`src/rtl/el2_exu_div_receiver_if.sv`:
```
// el2_exu_div_receiver_if: NoC down-port flit channel plus divider request/response signals.
interface el2_exu_div_receiver_if #(
  parameter int FLIT_BITS = 16,
  parameter int DP_BITS   = 3
);
  logic                 flit_valid;
  logic [FLIT_BITS-1:0] flit_data;
  logic                 flit_last;
  logic                 flit_ready;
  logic                 noc_sr_flush;
  logic                 div_busy;
  logic [DP_BITS-1:0]   dp_out;
  logic [31:0]          dividend;
  logic [31:0]          divisor;
  logic                 cancel_out;
  logic                 req_valid;
  logic                 frame_err;
  modport slave (
    input  flit_valid, flit_data, flit_last, noc_sr_flush, div_busy,
    output flit_ready, dp_out, dividend, divisor, cancel_out, req_valid, frame_err
  );
  modport master (
    output flit_valid, flit_data, flit_last, noc_sr_flush, div_busy,
    input  flit_ready, dp_out, dividend, divisor, cancel_out, req_valid, frame_err
  );
endinterface

```
`src/rtl/el2_exu_div_receiver.sv`:
```
// el2_exu_div_receiver: reassembles divide-request flits into a one-cycle request for el2_exu_div.
module el2_exu_div_receiver #(
  parameter int FLIT_BITS = 16,
  parameter int DP_BITS   = 3,
  localparam int FRAME_BITS = 64 + DP_BITS + 1,
  localparam int NFLITS     = (FRAME_BITS + FLIT_BITS - 1) / FLIT_BITS
) (
  input logic clk_noc,
  input logic rst_l,
  el2_exu_div_receiver_if.slave bus
);
  localparam int CW = $clog2(NFLITS + 1);
  typedef enum logic [2:0] {IDLE, RECV, DELIVER, HOLD, ERR} state_t;
  state_t                state_q, state_d;
  logic [CW-1:0]         cnt_q, cnt_d;
  logic [FRAME_BITS-1:0] frame_q, frame_d;
  logic                  ready, accept, req, cxl_out, err;
  logic [DP_BITS-1:0]    dp;
  logic                  cxl;
  // Frame is kept right-aligned; leading zero-extension bits of flit 0 shift out the top.
  assign dp     = frame_q[FRAME_BITS-1 -: DP_BITS];
  assign cxl    = frame_q[64];
  assign ready  = rst_l & ~bus.noc_sr_flush & (state_q inside {IDLE, RECV, ERR});
  assign accept = bus.flit_valid & ready;
  assign frame_d = accept ? {frame_q[FRAME_BITS-FLIT_BITS-1:0], bus.flit_data} : frame_q;
  always_comb begin
    state_d = state_q;
    cnt_d   = cnt_q;
    req     = 1'b0;
    cxl_out = 1'b0;
    err     = 1'b0;
    if (bus.noc_sr_flush) begin
      state_d = IDLE;
      cnt_d   = '0;
    end else begin
      case (state_q)
        IDLE, ERR: begin
          err     = state_q == ERR;
          cnt_d   = accept ? CW'(1) : cnt_q;
          state_d = accept ? (bus.flit_last ? ERR : RECV) : IDLE;
        end
        RECV: begin
          cnt_d   = accept ? cnt_q + 1'b1 : cnt_q;
          state_d = !accept ? RECV :
                    (cnt_q == CW'(NFLITS - 1)) ? (bus.flit_last ? DELIVER : ERR) :
                    (bus.flit_last ? ERR : RECV);
        end
        DELIVER: begin
          cxl_out = cxl;
          req     = cxl ? dp[DP_BITS-1] & ~bus.div_busy : ~bus.div_busy;
          state_d = (!cxl && bus.div_busy) ? HOLD : IDLE;
        end
        HOLD: begin
          req     = ~bus.div_busy;
          state_d = bus.div_busy ? HOLD : IDLE;
        end
        default: state_d = IDLE;
      endcase
    end
  end
  always_ff @(posedge clk_noc or negedge rst_l) begin
    if (!rst_l) begin
      state_q <= IDLE;
      cnt_q   <= '0;
      frame_q <= '0;
    end else begin
      state_q <= state_d;
      cnt_q   <= cnt_d;
      frame_q <= frame_d;
    end
  end
  assign bus.flit_ready = ready;
  assign bus.req_valid  = req;
  assign bus.cancel_out = cxl_out;
  assign bus.frame_err  = err;
  assign bus.dp_out     = {dp[DP_BITS-1] & req, dp[DP_BITS-2:0]};
  assign bus.dividend   = frame_q[63:32];
  assign bus.divisor    = frame_q[31:0];
endmodule

```
`src/flat_wrapper.sv`:
```
// flat-port wrapper written by rule: the top's interface ports become plain ports
module el2_exu_div_receiver_flat 
#(
  parameter int FLIT_BITS = 16,
  parameter int DP_BITS   = 3,
  localparam int FRAME_BITS = 64 + DP_BITS + 1,
  localparam int NFLITS     = (FRAME_BITS + FLIT_BITS - 1) / FLIT_BITS
)
  (clk_noc, rst_l, bus_flit_valid, bus_flit_data, bus_flit_last, bus_noc_sr_flush, bus_div_busy, bus_flit_ready, bus_dp_out, bus_dividend, bus_divisor, bus_cancel_out, bus_req_valid, bus_frame_err);
  el2_exu_div_receiver_if #(.FLIT_BITS(FLIT_BITS), .DP_BITS(DP_BITS)) bus_i ();
  input logic clk_noc;
  input logic rst_l;
  input wire logic [$bits(bus_i.flit_valid)-1:0] bus_flit_valid;
  input wire logic [$bits(bus_i.flit_data)-1:0] bus_flit_data;
  input wire logic [$bits(bus_i.flit_last)-1:0] bus_flit_last;
  input wire logic [$bits(bus_i.noc_sr_flush)-1:0] bus_noc_sr_flush;
  input wire logic [$bits(bus_i.div_busy)-1:0] bus_div_busy;
  output wire logic [$bits(bus_i.flit_ready)-1:0] bus_flit_ready;
  output wire logic [$bits(bus_i.dp_out)-1:0] bus_dp_out;
  output wire logic [$bits(bus_i.dividend)-1:0] bus_dividend;
  output wire logic [$bits(bus_i.divisor)-1:0] bus_divisor;
  output wire logic [$bits(bus_i.cancel_out)-1:0] bus_cancel_out;
  output wire logic [$bits(bus_i.req_valid)-1:0] bus_req_valid;
  output wire logic [$bits(bus_i.frame_err)-1:0] bus_frame_err;
  assign bus_i.flit_valid = bus_flit_valid;
  assign bus_i.flit_data = bus_flit_data;
  assign bus_i.flit_last = bus_flit_last;
  assign bus_i.noc_sr_flush = bus_noc_sr_flush;
  assign bus_i.div_busy = bus_div_busy;
  assign bus_flit_ready = bus_i.flit_ready;
  assign bus_dp_out = bus_i.dp_out;
  assign bus_dividend = bus_i.dividend;
  assign bus_divisor = bus_i.divisor;
  assign bus_cancel_out = bus_i.cancel_out;
  assign bus_req_valid = bus_i.req_valid;
  assign bus_frame_err = bus_i.frame_err;
  el2_exu_div_receiver #(.FLIT_BITS(FLIT_BITS), .DP_BITS(DP_BITS)) u_core (.clk_noc(clk_noc), .rst_l(rst_l), .bus(bus_i));
endmodule
```
`config.mk`:
```
export PLATFORM = sky130hd
export DESIGN_NAME = el2_exu_div_receiver_flat
export DESIGN_NICKNAME = d
export VERILOG_FILES = /design/src/rtl/el2_exu_div_receiver_if.sv /design/src/rtl/el2_exu_div_receiver.sv /design/src/flat_wrapper.sv
export SDC_FILE = /design/constraint.sdc
export NUM_CORES = 1
export LEC_CHECK = 0
export BUFFER_PORTS_ARGS = -buffer_cell sky130_fd_sc_hd__buf_2
export CAP_MARGIN = 10
export CORE_MARGIN = 3
export CORE_UTILIZATION = 35
export DETAILED_ROUTE_END_ITERATION = 16
export GPL_TIMING_DRIVEN = 0
export RECOVER_POWER = 100
export SETUP_SLACK_MARGIN = 0.15
export SKIP_CTS_REPAIR_TIMING = 1
export SYNTH_ARGS = -nofsm -noshare
export SYNTH_HDL_FRONTEND = slang
export SYNTH_SLANG_ARGS = --single-unit
```
`constraint.sdc`:
```
create_clock -name clk_noc -period 1.95 [get_ports clk_noc]
set_input_delay 0 -clock clk_noc [delete_from_list [all_inputs] [get_ports clk_noc]]
set_output_delay 0 -clock clk_noc [all_outputs]
set_load 0.1 [all_outputs]
```
==> impl_metrics.yaml <==
drt:
  wl_um: 7490
  drt_first_iter_violations: 51
  vias: 2252
  postRouteAntennaNets: 0
  routedWlPerCell_um: 14.0
  avgViaCountPerCell: 4.23
  drc: 0
  firstDrtPassIters: 4
setup_path:
  r2r-start: "u_core.state_q[1]$_DFF_PN0_"
  r2r_cells: 4
  critPathCaptureType: "register"
  critPathLaunch: "u_core.state_q[1]$_DFF_PN0_"
  critical_path_arrival_ps: 2030
  crit_end: "u_core.frame_q[61]$_DFFE_PN0N_"
  regToRegEndpoint: "u_core.frame_q[61]$_DFFE_PN0N_"
  rrSetupSlack_ps: 150
  startpoint_type: "register"
  required_ps: 2180
  crit_fanout: 10
  path_class: "reg2reg"
synthesis:
  synth_area_leaders: "dfrtp_1 (48%), mux2_4 (26%), buf_4 (13%), buf_12 (3.1%), ha_1 (1.3%)"
  yosysSeqAreaShare_pct: 48.2
  synthArstFlopShare_pct: 100
  yosys.area.top_type: "dfrtp_1"
  ys_warn_count: 0
  netlist_area_mm2: 0.00384
  ys_ff_latch: 74
  syn_nets: 287
  ys_types: 32
  synth_edf_count: 0
  synth_top_area_share_pct: 48.2
  syn_inst: 261
  ys.flop_type: "dfrtp_1"
  avgSynthCellArea_um2: 14.7
placement:
  port_buffers: 92
  place_area_mm2: 0.00452
  dp_hpwl_um: 5140
  dp_cells: 490
  place_congestion: 0.834
sta:
  fmax_mhz: 555
  hold_viol_final: 0
  slew_viol_final: 0
  max_slew_margin_pct: 21.4
  tightest_slew_ps: 1180
  fin_crit_sh_pct: 92.3
  finClkSkew_ps: 7.78
  setup_viol: 0
  fin_crit_ps: 1800
  rsz0062_at_grt: "yes"
  holdWs_ps: 156
clocking:
  clk_latency_ps: 350
  clock-sinks: 74
  root_buffer: "clkbuf_8"
  cts_buffers: 9
  cts_tree: "yes"
  htreeDepth: 3
  clock_path_buffers: 2
  path_clk_slew_ps: 80
global_routing:
  grt_use_total_pct: 11.9
  grt_pass1_vias: 2143
  grt_max_degree: 49
  grt_first_pass_wirelength_um: 11400
  antenna_found_initial: 0
  gr-total-overflow: 0
floorplanning:
  die_area_mm2: 0.0123
  fp.dieH_um: 111
  num_rows: 37
  fp.dieW_um: 111
  io-pin-count: 93
  initial_core_util_pct: 36.6
  fp.coreArea_mm2: 0.0105
final_layout:
  final_cells: 533
  syn2layout_area_growth_pct: 23.0
  layout.nets: 418
  num_antenna_cells: 0
  final_layout_size_suffix_gt1_share_pct: 49.1
  final_util_pct: 45.0
  final_cell_area_mm2: 0.00473
flow_run:
  maxCapViolations: 0
worst_hold_path:
  hp-class: "in2reg"
status:
  status: "finished clean"
==> per-stage QoR <==
stage               TNS [ps]  setup slack (ps)
floorplan              -22.0             -22.0
global placement      -48190              -673
detailed placement         0               139
CTS                        0              84.5
global route               0              60.4
finish                     0               150
==> layer usage <==
layer	global-route usage (%)	wire (um)	up-vias
met5	0	0	-
met4	5.91	117	0
met3	3.17	313	9
met2	17.9	3530	54
met1	15.7	3520	1097
li1	-	-	1092
==> final cells by class <==
| cell class | instances | area (um2) |
|---|---|---|
| Buffer | 74 | 564 |
| Clock buffer | 10 | 138 |
| Timing Repair Buffer | 120 | 718 |
| Fill cell | 1015 | 5780 |
| Tap cell | 136 | 170 |
| Inverter | 4 | 15.0 |
| Multi-Input combinational cell | 109 | 1160 |
| Clock inverter | 6 | 113 |
| Sequential cell | 74 | 1850 |
==> cell usage after synthesis (all sizes together), types with 2 or more instances <==
| cell | count |
|---|---|
| a2bb2oi | 2 |
| and2 | 3 |
| buf | 74 |
| dfrtp | 74 |
| ha | 4 |
| inv | 4 |
| mux2 | 68 |
| nand2 | 5 |
| nand2b | 4 |
| nand4 | 2 |
| nor3 | 3 |
| nor3b | 2 |
| o31ai | 2 |
==> cell usage in the layout (no fill, tap or decap), drive strengths merged, types with 2 or more instances in the layout <==
cell type	n
a2bb2oi	2
and2	3
buf	92
bufinv	3
clkbuf	90
clkinv	2
dfrtp	74
dlygate4sd3	21
ha	4
inv	5
mux2	68
nand2	5
nand2b	4
nand4	2
nor3	3
nor3b	2
o31ai	2
==> flip-flops by register name, indices dropped and copies added (netlist names) <==
register / flops
u_core.state_q: 3
u_core.cnt_q: 3
u_core.frame_q: 68
==> kinds of logic after synthesis <==
group / Yosys count / share of synthesized area [%]
multiplexers: 69 / 26.7
buffers and inverters: 78 / 17.1
flip-flops: 74 / 48.2
AO/OA/AOI/OAI: 8 / 1.60
adder cells (fa/ha/maj): 4 / 1.30
AND/OR/NAND/NOR: 28 / 5.08
==> how the worst min path moves through the flow <==
stage | cells past startpoint | from | slack, ps | end
after global routing | 4 | bus_flit_valid | 170 | u_core.state_q[0]$_DFF_PN0_
after global placement | 2 | bus_flit_data[2] | 230 | u_core.frame_q[2]$_DFFE_PN0N_
after detailed placement | 1 | rst_l | -40 | u_core.frame_q[54]$_DFFE_PN0N_
after floorplan | 0 | rst_l | -300 | u_core.cnt_q[0]$_DFFE_PN0P_
after CTS | 1 | rst_l | -440 | u_core.frame_q[54]$_DFFE_PN0N_
final | 4 | bus_flit_valid | 160 | u_core.state_q[0]$_DFF_PN0_
==> critical path, stage by stage (launching register included) <==
cell	delay (ps)
dfrtp_1	470
and4bb_1	500
nand2_8	110
buf_2	240
mux2_1	350
Power is not shown: default switching activity piles up to over one toggle a cycle in this logic, so the estimate is an artifact.
